### src/rtl/tx_framer.sv
// tx_framer
//   Transmit-side framer for a 16-bit 8b10b transceiver link. Payload is
//   taken from either the SIM or ROC source. Each packet is wrapped in SOP/EOP
//   control words. Idle time, bubbles and inter-packet gaps are filled with
//   the comma word.
//
//   Handshake: a source word transfers on a TX_CLK edge where VALID and READY
//   are both 1. READY depends only on the state register, never on VALID.
//   A source holds DATA/LAST stable while VALID is 1 and READY is 0.
//
// Ports
//   TX_CLK, TX_RST      clock and synchronous active-high reset
//   SIM_EN              source select (1=SIM, 0=ROC); only looked at in IDLE
//   LINK_ALIGNED        new packets start only while 1
//   SIM_* / ROC_*       payload streams (DATA, VALID, LAST in; READY out)
//   TX_DATA, TX_K_CHAR  registered word and K flags to the transceiver
//   TX_BUSY             1 whenever the FSM is not in IDLE
//   PKT_CNT             count of EOP words sent (wraps)
//   TRUNC_ERR           sticky flag: a packet was cut at MAX_LEN words
module tx_framer #(
  parameter logic [15:0] COMMA    = 16'hBC3C,
  parameter logic [15:0] SOP_WORD = 16'h1C3C,
  parameter logic [15:0] EOP_WORD = 16'hFC3C,
  parameter int          MIN_GAP  = 4,
  parameter int          MAX_LEN  = 256
) (
  input  logic        TX_CLK,
  input  logic        TX_RST,
  input  logic        SIM_EN,
  input  logic        LINK_ALIGNED,
  input  logic [15:0] SIM_DATA,
  input  logic        SIM_VALID,
  input  logic        SIM_LAST,
  output logic        SIM_READY,
  input  logic [15:0] ROC_DATA,
  input  logic        ROC_VALID,
  input  logic        ROC_LAST,
  output logic        ROC_READY,
  output logic [15:0] TX_DATA,
  output logic [1:0]  TX_K_CHAR,
  output logic        TX_BUSY,
  output logic [15:0] PKT_CNT,
  output logic        TRUNC_ERR
);

  localparam int LEN_W = $clog2(MAX_LEN + 1);
  localparam int GAP_W = (MIN_GAP > 1) ? $clog2(MIN_GAP) : 1;

  typedef enum logic [2:0] {
    S_IDLE  = 3'd0,
    S_DATA  = 3'd1,
    S_EOP   = 3'd2,
    S_EOP_T = 3'd3,
    S_DRAIN = 3'd4,
    S_GAP   = 3'd5
  } state_e;

  state_e             state_q, state_d;
  logic               sel_q, sel_d;
  logic [LEN_W-1:0]   len_q, len_d;
  logic [GAP_W-1:0]   gap_q, gap_d;
  logic [15:0]        tx_data_q, tx_data_d;
  logic [1:0]         tx_k_q, tx_k_d;
  logic [15:0]        pkt_cnt_q, pkt_cnt_d;
  logic               trunc_q, trunc_d;

  // Stream of the source latched for the current packet.
  logic        src_valid;
  logic        src_last;
  logic [15:0] src_data;
  // VALID of the source SIM_EN points at right now (used only to start).
  logic        start_valid;
  logic        rd_state;

  assign src_valid   = sel_q ? SIM_VALID : ROC_VALID;
  assign src_last    = sel_q ? SIM_LAST  : ROC_LAST;
  assign src_data    = sel_q ? SIM_DATA  : ROC_DATA;
  assign start_valid = SIM_EN ? SIM_VALID : ROC_VALID;

  // Words are consumed in DATA and (discarded) in DRAIN.
  assign rd_state  = (state_q == S_DATA) || (state_q == S_DRAIN);
  assign SIM_READY = rd_state && sel_q;
  assign ROC_READY = rd_state && !sel_q;
  assign TX_BUSY   = (state_q != S_IDLE);

  assign TX_DATA   = tx_data_q;
  assign TX_K_CHAR = tx_k_q;
  assign PKT_CNT   = pkt_cnt_q;
  assign TRUNC_ERR = trunc_q;

  always_comb begin
    state_d   = state_q;
    sel_d     = sel_q;
    len_d     = len_q;
    gap_d     = gap_q;
    pkt_cnt_d = pkt_cnt_q;
    trunc_d   = trunc_q;
    tx_data_d = COMMA;
    tx_k_d    = 2'b11;

    case (state_q)
      S_IDLE: begin
        if (LINK_ALIGNED && start_valid) begin
          sel_d     = SIM_EN;
          tx_data_d = SOP_WORD;
          len_d     = '0;
          state_d   = S_DATA;
        end
      end
      S_DATA: begin
        if (src_valid) begin
          tx_data_d = src_data;
          tx_k_d    = 2'b00;
          len_d     = len_q + LEN_W'(1);
          // LAST wins over truncation when the MAX_LEN-th word is also last.
          if (src_last) begin
            state_d = S_EOP;
          end else if (len_q == LEN_W'(MAX_LEN - 1)) begin
            trunc_d = 1'b1;
            state_d = S_EOP_T;
          end
        end
      end
      S_EOP, S_EOP_T: begin
        tx_data_d = EOP_WORD;
        pkt_cnt_d = pkt_cnt_q + 16'd1;
        gap_d     = '0;
        state_d   = (state_q == S_EOP) ? S_GAP : S_DRAIN;
      end
      S_DRAIN: begin
        // Remainder of a truncated packet is swallowed up to its LAST.
        if (src_valid && src_last) begin
          gap_d   = '0;
          state_d = S_GAP;
        end
      end
      S_GAP: begin
        if (gap_q == GAP_W'(MIN_GAP - 1)) begin
          state_d = S_IDLE;
        end else begin
          gap_d = gap_q + GAP_W'(1);
        end
      end
      default: begin
        state_d = S_IDLE;
      end
    endcase
  end

  always_ff @(posedge TX_CLK) begin
    if (TX_RST) begin
      state_q   <= S_IDLE;
      sel_q     <= 1'b0;
      len_q     <= '0;
      gap_q     <= '0;
      tx_data_q <= COMMA;
      tx_k_q    <= 2'b11;
      pkt_cnt_q <= 16'd0;
      trunc_q   <= 1'b0;
    end else begin
      state_q   <= state_d;
      sel_q     <= sel_d;
      len_q     <= len_d;
      gap_q     <= gap_d;
      tx_data_q <= tx_data_d;
      tx_k_q    <= tx_k_d;
      pkt_cnt_q <= pkt_cnt_d;
      trunc_q   <= trunc_d;
    end
  end

endmodule

### config.mk
export PLATFORM = sky130hd
export DESIGN_NAME = tx_framer
export DESIGN_NICKNAME = d
export VERILOG_FILES = /design/src/rtl/tx_framer.sv
export SDC_FILE = /design/constraint.sdc
export NUM_CORES = 1
export LEC_CHECK = 0
export BUFFER_PORTS_ARGS = -buffer_cell sky130_fd_sc_hd__buf_2
export CELL_PAD_IN_SITES_DETAIL_PLACEMENT = 0
export CELL_PAD_IN_SITES_GLOBAL_PLACEMENT = 1
export CORE_ASPECT_RATIO = 0.6
export CORE_UTILIZATION = 39
export CTS_CLUSTER_DIAMETER = 80
export DETAILED_ROUTE_END_ITERATION = 10
export PLACE_DENSITY = 0.91
export SETUP_SLACK_MARGIN = 0.05
export SYNTH_ARGS = -nofsm -noshare
export SYNTH_HDL_FRONTEND = slang
export SYNTH_SLANG_ARGS = --single-unit
### constraint.sdc
create_clock -name TX_CLK -period 4.1 [get_ports TX_CLK]
set_input_delay 0 -clock TX_CLK [delete_from_list [all_inputs] [get_ports TX_CLK]]
set_output_delay 0 -clock TX_CLK [all_outputs]
set_load 0.05 [all_outputs]
==> results of run 1 <==
-- tightest hold or removal path: cells and delay by family --
family                 cells  cell delay [ns]
buffers and inverters      1             0.08
AOI/OAI and AO/OA          1             0.16
muxes                      1             0.06
-- Yosys cell counts, types with 4 or more instances --
library cell	count	area, um2
a21oi_1	19	95.09
and3_1	6	37.54
buf_2	6	30.03
clkbuf_1	4	15.01
dfxtp_1	49	980.9
ha_1	4	50.05
inv_1	6	22.52
mux2i_1	18	180.2
nand2_1	26	97.59
nand3_1	6	30.03
nand3b_1	4	30.03
nand4_1	4	25.02
nor2_1	29	108.9
nor3_1	6	30.03
nor4_1	4	25.02
o21ai_0	6	30.03
or3_1	5	31.28
xnor2_1	8	70.07
-- kinds of logic after synthesis --
logic type,share of synthesized area
simple gates,0.2468
flops,0.4397
compound gates,0.1150
mux,0.09590
buf+inv,0.03701
xor+xnor,0.04319
fa+ha+maj,0.02243
-- area by class of cell --
| cell class | instances | area (um2) | share of cell area |
|---|---|---|---|
| Multi-Input combinational cell | 186 | 1167 | 0.3802 |
| Sequential cell | 49 | 980.9 | 0.3195 |
| Timing Repair Buffer | 107 | 683.2 | 0.2225 |
| Tap cell | 77 | 96.34 | 0.03138 |
| Clock buffer | 7 | 86.33 | 0.02812 |
| Clock inverter | 1 | 30.03 | 0.009780 |
| Inverter | 7 | 26.28 | 0.008557 |
-- through the flow --
stage	worst slack (ns)	util	cells	hold WS, ns
floorplan	1.864	-	254	0.1247
global placement	1.818	0.5045	397	0.2205
detailed placement	1.663	0.5045	397	0.2174
CTS	1.620	0.5815	434	0.02259
global route	1.383	0.5815	434	0.03951
finish	1.594	0.5815	434	0.02306
-- sequential cells by signal, summed over array words and instances, names as in the netlist --
register and cells:
PKT_CNT 16, TRUNC_ERR 1, TX_DATA 16, TX_K_CHAR 1
gap_q 2, len_q 9, sel_q 1, state_q 3
-- routing by layer --
layer / global-route usage / up-vias / wire length, um
met3: 0.06567 / 5 / 509
met4: 0.01891 / 0 / 34
li1: - / 1105 / -
met2: 0.3214 / 101 / 2585
met1: 0.2966 / 993 / 2992
met5: 0 / - / 0
-- where the power goes --
part	internal, uW	switching (uW)	total (uW)
clock	199	163	362
combinational	79.4	115	195
sequential	488	15.0	503
total	766	293	1060
-- how the worst min path moves through the flow --
stage                             from          end  slack (ns)  cells after the start
after global routing      ROC_DATA[13]  TX_DATA[13]        0.04                      3
after global placement    ROC_DATA[11]  TX_DATA[11]        0.22                      3
after floorplan           ROC_DATA[10]  TX_DATA[10]        0.12                      2
after CTS                 ROC_DATA[13]  TX_DATA[13]        0.02                      3
final                     SIM_DATA[13]  TX_DATA[13]        0.02                      3
after detailed placement   SIM_DATA[2]   TX_DATA[2]        0.22                      3
-- cells in the final DEF, fill, tap and decap left out, types with 3 or more instances in the layout --
cell type,count
a31oi_1,3
o21ai_0,6
nand3_1,6
a311oi_1,3
nand3b_1,4
mux2i_1,18
dlygate4sd3_1,29
xnor2_1,8
or3_1,5
mux2_2,3
nor2_1,29
nand4_1,4
nor4_1,4
clkbuf_8,6
buf_2,77
nor3_1,6
ha_1,4
inv_1,6
a21oi_1,19
xor2_1,3
nand2_1,26
and3_1,6
dfxtp_1,49
-- repair_timing --
item / CTS / global route
endpoints found under the hold margin: 15 / 0
buffers inserted: 0 / 0
hold buffers: 29 / 0
==> run metrics, run 1 <==
Max VDD drop=0.0002075 V; CTS buffer count=5; CTS tree=yes; pwr dens=344.8 nW/um2; GPL Wtd Cong=0.8223; Resize count post-CTS=0; WL final=6.121 mm; final slew viol count=0; placed cell area=2664 um2; mean post-synth cell area=8.783 um2; All-Layer GR Usage=0.2078; post-synth cell types=46; Die X=99.64 um; hpwl dp=4.082 mm; Vias=2204; crit-path cells=buf_4 -> mux2i_1 -> nor3_2 -> inv_2 -> or3_1 -> o21ai_1; terminus of the critical flop-to-flop path=len_q[5]; YS warnings=0; DRC=0; Core Rows=20; maxcap violations=0; final worst-path cycle share=0.6111; crit path from=sel_q; share of cells above drive strength 1=0.2577; Tot Pwr=1059 uW; worst reg2reg path depth=6; R2R Path Start=sel_q; die height=60.59 um; Leakage Power=0.001251 uW; Fill cells=474; Longest Clk Path Bufs=2; Worst Setup EP=len_q[5]; Critical Path RT=4.34 ns; Layout Nets=400; Crit. End Element=flop; flop2flop setup slack=1.59 ns; Starting DRT DRC Count=113; diode count=0; I/O Pins=78; Starting Density=0.4225; clk slew on worst S/H paths=0.09 ns; FFs w/ async S/R, synth=0; final hold violation count=0; port buffer count=77; sequential-to-total area share from yosys stat=0.4397; synth-to-layout area growth=37.63%; CP delay by family, top=simple AND/OR/NAND/NOR gates; predominant post-synthesis flop cell=dfxtp_1; Crit-path slowest cell=dfxtp_1; per-cell routed wire length=14.10 um; core footprint=5280 um2; Max-slew headroom=0.4963; H-tree lvl count=2; crit path time final=2.506 ns; Critical Path Fanout Max=15; critical path type=reg -> reg; GRT overflow=0; number of global-route vias before repair=2026; die area=6037 um2; Clock Sinks=49; initial antenna violation count=0; Worst Tran Pin Value=0.7515 ns; Post-DRT Antenna Nets=0; syn nets=298; DR pass1 iterations=4; Netlist Area Pre-Place=2231 um2; Post-synth EDFFs=0; largest net degree at the start of global routing=32; setup violators final=0; via-per-instance ratio=5.078; Critical Path AT=2.75 ns; final setup TNS=0 ns; Mapped Cells=254; first-pass GRT wire length=9.542 mm; Synth Register Bits=49; Worst Path Buf+Inv=2; CTS Root Cell=clkbuf_8; cell area after layout=3070 um2; worst min-delay path category=in -> reg; CP startpoint kind=flop; Max stage delay on crit path=0.67 ns; RSZ-0062 raised after global routing=no; result of the run=completed; number of cells on the critical path=6; Max Fclk=0.3991 GHz; clock latency on the worst-skew pair=0.31 ns; Worst Clk Skew=0.006101 ns
No activity file was read; power rests on OpenSTA's default activity.
==> inputs of run 2 (changes only) <==
- ABC_AREA: not set -> 1
- CORE_UTILIZATION: 39 -> 31
- PLACE_DENSITY: 0.91 -> 0.81
- clock period: 4.1 -> 2.15 ns (I/O delays scaled with it)
==> run 2 against run 1 <==
  * Utilization fell by 12 points
  * Setup slack got worse by 1.5 ns
  * Sequential cell count did not move
  * Highest routed layer unchanged
==> run metrics, run 2 <==
Synth top cells by count=115 x nand2_1, 49 x dfxtp_1, 47 x inv_1, 44 x nor2_1, 28 x nand3_1; Worst Setup EP=TX_DATA[12]; predominant post-synthesis flop cell=dfxtp_1; DRC=0 (unchanged); Starting DRT DRC Count=96 (-15%); Worst Tran Pin Value=0.5816 ns (-0.1699 ns); port buffer count=77 (unchanged); post-synth top area share=0.4031 (-0.03662); DR pass1 iterations=4 (unchanged); CTS buffer count=5 (unchanged); Crit. End Element=flop; Yosys top cell by area=dfxtp_1; worst reg2reg path depth=8 (+2); post-synth cell types=27 (-41%); YS warnings=0 (unchanged); most common cell after layout, fill and taps aside=nand2_1; diode count=0 (unchanged); final setup TNS=0 ns (unchanged); RSZ-0062 raised after global routing=no; setup violators final=0 (unchanged); CP dominant cell by count=nand2_1; Leakage Power=0.001638 uW (+31%); commonest non-fill, non-tap cells in the layout=115 x nand2_1, 77 x buf_2, 49 x dfxtp_1, 45 x inv_1, 44 x nor2_1; pwr dens=958.0 nW/um2 (+180%); R2R Path Start=sel_q; Synth Register Bits=49 (unchanged); share of cells above drive strength 1=0.2317 (-0.02597); Clock Sinks=49 (unchanged); Longest Clk Path Bufs=2 (unchanged); Starting Density=0.3281 (-0.09441); Max Fclk=0.4970 GHz (+25%); result of the run=completed; crit path time final=2.012 ns (-0.4936 ns); most common cell in the netlist=nand2_1; syn nets=412 (+38%); first-pass GRT wire length=11.54 mm (+21%); flop2flop setup slack=0.14 ns (-1.46 ns); via-per-instance ratio=4.427 (-13%); CP delay by family, top=buffers and inverters; worst min-delay path category=in -> reg; Tot Pwr=3249 uW (+210%); critical path type=reg -> reg; Worst Clk Skew=0.004585 ns (-0.001515 ns); die height=70.63 um (+17%); Critical Path AT=2.18 ns (-0.57 ns); WL final=6.717 mm (+9.7%); Max stage delay on crit path=0.58 ns (-0.09 ns); FFs w/ async S/R, synth=0 (unchanged); Worst Path Buf+Inv=3 (+1); H-tree lvl count=2 (unchanged); All-Layer GR Usage=0.1780 (-0.02975); initial antenna violation count=0 (unchanged); final slew viol count=0 (unchanged); final worst-path cycle share=0.9358 (+0.3247); Post-DRT Antenna Nets=0 (unchanged); CP startpoint kind=flop; Netlist Area Pre-Place=2434 um2 (+9.1%); Max VDD drop=0.0006360 V (+210%); sequential-to-total area share from yosys stat=0.4031 (-0.03662); Core Rows=24 (+20%); Mapped Cells=368 (+45%); crit-path cells=buf_4 -> nand2_1 -> nand2_1 -> nor2_4 -> nand2_2 -> inv_2 -> nand3_1 -> dlygate4sd3_1; mean post-synth cell area=6.613 um2 (-25%); final core occ=0.4573 (-0.1242); I/O Pins=78 (unchanged); CTS Root Cell=clkbuf_16; final hold violation count=0 (unchanged); Critical Path RT=2.32 ns (-2.02 ns); Critical Path Fanout Max=22 (+7); Max-slew headroom=0.6093 (+0.1130); GPL Wtd Cong=0.8673 (+5.5%); CTS tree=yes; die area=8220 um2 (+36%); clk slew on worst S/H paths=0.06 ns (-0.03 ns); synth-to-layout area growth=39.38%; maxcap violations=0 (unchanged); Post-synth EDFFs=0 (unchanged); Vias=2581 (+17%); number of cells on the critical path=8 (+2); Die X=116.4 um (+17%); Crit-path slowest cell=dlygate4sd3_1; ranking of synthesized cells by area=dfxtp_1 40%, nand2_1 18%, inv_1 7.2%; clock latency on the worst-skew pair=0.29 ns (-0.02 ns); terminus of the critical flop-to-flop path=TX_DATA[12]; hpwl dp=4.838 mm (+19%); core footprint=7417 um2 (+40%); largest net degree at the start of global routing=23 (-28%); GRT overflow=0 (unchanged); crit path from=sel_q; Hold Crit Depth=5 (+2); Layout Nets=522 (+31%); per-cell routed wire length=11.52 um (-18%); number of global-route vias before repair=2412 (+19%)
run 2: cell count changes in the layout (fill, tap and decap cells not counted), moves of 7 or more:
cell     delta
inv_1      +39
nor2_1     +15
xnor2_1     -8
buf_4       +7
nand3_1    +22
mux2i_1    -18
a21oi_1     +7
nand2_1    +89
run 2: how the worst min path moves through the flow:
stage,endpoint,slack (ns),start
3_5_place_dp,TX_DATA[5],0.22,ROC_DATA[5]
5_1_grt,TX_DATA[13],0.07,ROC_DATA[13]
4_1_cts,TX_DATA[13],0.05,ROC_DATA[13]
2_1_floorplan,TX_DATA[14],0.07,TX_RST
3_3_place_gp,TX_DATA[5],0.22,SIM_DATA[5]
6_report,TX_DATA[13],0.05,ROC_DATA[13]
run 2: area by class of cell:
type	instances	area [um2]
Multi-Input combinational cell	260	1216
Fill cell	743	4025
Clock buffer	7	152.6
Inverter	50	191.4
Timing Repair Buffer	112	715.7
Clock inverter	1	5.005
Tap cell	104	130.1
Sequential cell	49	980.9
run 2: routing by layer:
metal  routed length (um)  vias up  GRT usage  part of all wire
met1                 3461     1159     0.2493              0.52
met5                    0        -          0                 0
li1                     -     1380          -                 -
met4                   55        0    0.03419            0.0082
met3                  243        5    0.04884             0.036
met2                 2957       37     0.2742              0.44
run 2: what timing repair did:
| action | CTS | global route |
|---|---|---|
| endpoints found under the hold margin | 14 | 0 |
| resized for setup | 0 | 2 |
| buffers inserted | 0 | 4 |
| hold buffers | 27 | 0 |
| setup endpoints to repair | 0 | 7 |
run 2: per-stage QoR:
| stage | cell area [um2] | cells | worst slack, ns | hold slack, ns |
|---|---|---|---|---|
| 2_1_floorplan | 2434 | 368 | 0.4478 | 0.06907 |
| 3_3_place_gp | 2930 | 544 | 0.5956 | 0.2156 |
| 3_5_place_dp | 2930 | 544 | 0.5263 | 0.2151 |
| 4_1_cts | 3358 | 579 | 0.07293 | 0.04883 |
| 5_1_grt | 3392 | 583 | 0.03193 | 0.06763 |
| 6_report | 3392 | 583 | 0.1381 | 0.05200 |
run 2: where the power goes:
group          switching [uW]  total [uW]  internal [uW]
sequential               69.9        1080           1010
clock                     334         827            493
combinational             947        1350            399
total                    1350        3250           1900
run 2: logic make-up (layout without fill, tap and decap cells):
kind of cell	Yosys count	in the layout	share of synthesized area
buf+inv	59	170	0.09717
xor+xnor	1	1	0.003600
flops	49	49	0.4031
fa+ha+maj	4	4	0.02057
compound gates	37	37	0.07661
simple gates	218	218	0.3990
run 2: worst register-to-register path: stages (launching register included):
cell           delay (ns)
dfxtp_1              0.33
buf_4                0.22
nand2_1              0.09
nand2_1              0.13
nor2_4               0.15
nand2_2              0.12
inv_2                0.16
nand3_1              0.10
dlygate4sd3_1        0.58
==> inputs of run 3 (changes only) <==
- BUFFER_PORTS_ARGS: -buffer_cell sky130_fd_sc_hd__buf_2 -> not set
- CORE_UTILIZATION: 31 -> 38
- DONT_BUFFER_PORTS: not set -> 1
- PLACE_DENSITY: 0.81 -> 0.8
- SKIP_CTS_REPAIR_TIMING: not set -> 1
==> run 3 against run 2 <==
  * Sequential cell count is the same
  * Clock power shrank 15%
  * Clock skew grew 0.0035 ns
  * Count of clock-buffer cells in the layout shrank 1
  * Global-route usage grew 1.2 points
  * Design area shrank 8.4%
  * Critical path type is now in -> reg
  * Largest cell class unchanged
==> run metrics, run 3 (synthesis gave the netlist of run 2 again) <==
DRC=0 (unchanged); Max stage delay on crit path=0.95 ns (+0.37 ns); Worst Tran Pin Value=0.9336 ns (+0.3520 ns); die area=6739 um2 (-18%); share of cells above drive strength 1=0.1066 (-0.1251); synth-to-layout area growth=27.71%; setup violators final=0 (unchanged); final worst-path cycle share=0.9032 (-0.03255); Critical Path AT=2.13 ns (-0.05 ns); maxcap violations=0 (unchanged); clock latency on the worst-skew pair=0.30 ns (about the same); All-Layer GR Usage=0.1901 (+0.01202); final setup TNS=0 ns (unchanged); Max VDD drop=0.0006561 V (+3.2%); hpwl dp=4.480 mm (-7.4%); initial antenna violation count=0 (unchanged); CTS buffer count=5 (unchanged); crit path time final=1.942 ns (-0.06998 ns); CTS tree=yes; CP dominant cell by count=dlygate4sd3_1; per-cell routed wire length=12.58 um (+9.2%); Crit-path slowest cell=dlygate4sd3_1; Critical Path Fanout Max=15 (-32%); Vias=2381 (-7.7%); Starting Density=0.3965 (+0.06835); via-per-instance ratio=4.706 (+6.3%); WL final=6.366 mm (-5.2%); commonest non-fill, non-tap cells in the layout=115 x nand2_1, 49 x dfxtp_1, 47 x inv_1, 44 x nor2_1, 34 x dlygate4sd3_1; RSZ-0062 raised after global routing=no; CTS Root Cell=clkbuf_8; diode count=0 (unchanged); die height=63.99 um (-9.4%); Fill cells=611 (-18%); first-pass GRT wire length=10.06 mm (-13%); CP delay by family, top=buffers and inverters; H-tree lvl count=2 (unchanged); Max Fclk=0.5150 GHz (+3.6%); final hold violation count=0 (unchanged); Tot Pwr=3027 uW (-6.8%); Leakage Power=0.001409 uW (-14%); pwr dens=974.0 nW/um2 (+1.7%); worst min-delay path category=in -> reg; GRT overflow=0 (unchanged); Crit. End Element=flop; I/O Pins=78 (unchanged); Critical Path RT=2.34 ns (+0.02 ns); Worst Path Buf+Inv=3 (unchanged); number of global-route vias before repair=2074 (-14%); most common cell after layout, fill and taps aside=nand2_1; GPL Wtd Cong=0.8535 (-1.6%); final slew viol count=0 (unchanged); largest net degree at the start of global routing=16 (-30%); final core occ=0.5063 (+0.04900); Core Rows=22 (-8.3%); clk slew on worst S/H paths=0.10 ns (+0.04 ns); CP startpoint kind=input pin; Die X=105.3 um (-9.5%); Layout Nets=465 (-11%); Longest Clk Path Bufs=2 (unchanged); result of the run=completed; Clock Sinks=49 (unchanged); DR pass1 iterations=4 (unchanged); core footprint=6138 um2 (-17%); Worst Clk Skew=0.008112 ns (+0.003527 ns); Max-slew headroom=0.3768 (-0.2325); Starting DRT DRC Count=124 (+29%); port buffer count=0 (-100%); crit-path cells=dlygate4sd3_1 -> inv_1 -> nand2_2 -> a21oi_1 -> dlygate4sd3_1; Post-DRT Antenna Nets=0 (unchanged); critical path type=in -> reg
run 3: cell count changes in the layout (fill, tap and decap cells not counted), moves of 2 or more:
| cell | change |
|---|---|
| clkbuf_8 | +4 |
| buf_2 | -77 |
| dlygate4sd3_1 | +7 |
| inv_1 | +2 |
| clkbuf_16 | -5 |
| buf_4 | +13 |
run 3: final cells by class:
cell class	count	area, um2	area share
well taps	84	105.1	0.03382
repair buffers	55	498.0	0.1602
clock buffers	6	82.58	0.02657
flip-flops and latches	49	980.9	0.3156
clock inverters	2	37.54	0.01208
multi-input cells	260	1216	0.3913
inverters	50	187.7	0.06039
run 3: per-stage QoR:
| stage | area (um2) | hold WS, ns | instances | setup WS, ns |
|---|---|---|---|---|
| 4_1_cts | 2768 | -0.2546 | 472 | 0.3860 |
| 3_5_place_dp | 2648 | 0.07441 | 464 | 0.5572 |
| 3_3_place_gp | 2648 | 0.07248 | 464 | 0.5883 |
| 5_1_grt | 3108 | 0.07981 | 506 | 0.09971 |
| 6_report | 3108 | 0.04068 | 506 | 0.2081 |
| 2_1_floorplan | 2434 | 0.06907 | 368 | 0.4478 |
run 3: final timing paths:
check,from,end,slack (ns),cells after the start
max,TX_RST,TX_DATA[0],0.21,5
min reg2reg,len_q[8],len_q[8],0.47,2
max reg2reg,sel_q,TX_DATA[0],0.29,7
min,LINK_ALIGNED,sel_q,0.04,3
run 3: power by group:
| group | total (uW) | internal [uW] | switching, uW | leakage, uW |
|---|---|---|---|---|
| logic | 1060 | 338 | 722 | 0.000955 |
| clock network | 707 | 379 | 328 | 0.0000574 |
| registers | 1260 | 1010 | 253 | 0.000397 |
run 3: metal layers:
layer  up-vias  global-route usage  routed length [um]
li1       1266                   -                   -
met1      1057              0.2847                3330
met2        56              0.2648                2586
met3         2             0.05306                 425
met4         0             0.04225                  24
met5         -                   0                   0
run 3: worst min-delay path: stages:
cell and delay (ns):
nand3_1 0.09, nor2_1 0.06, a21oi_1 0.15
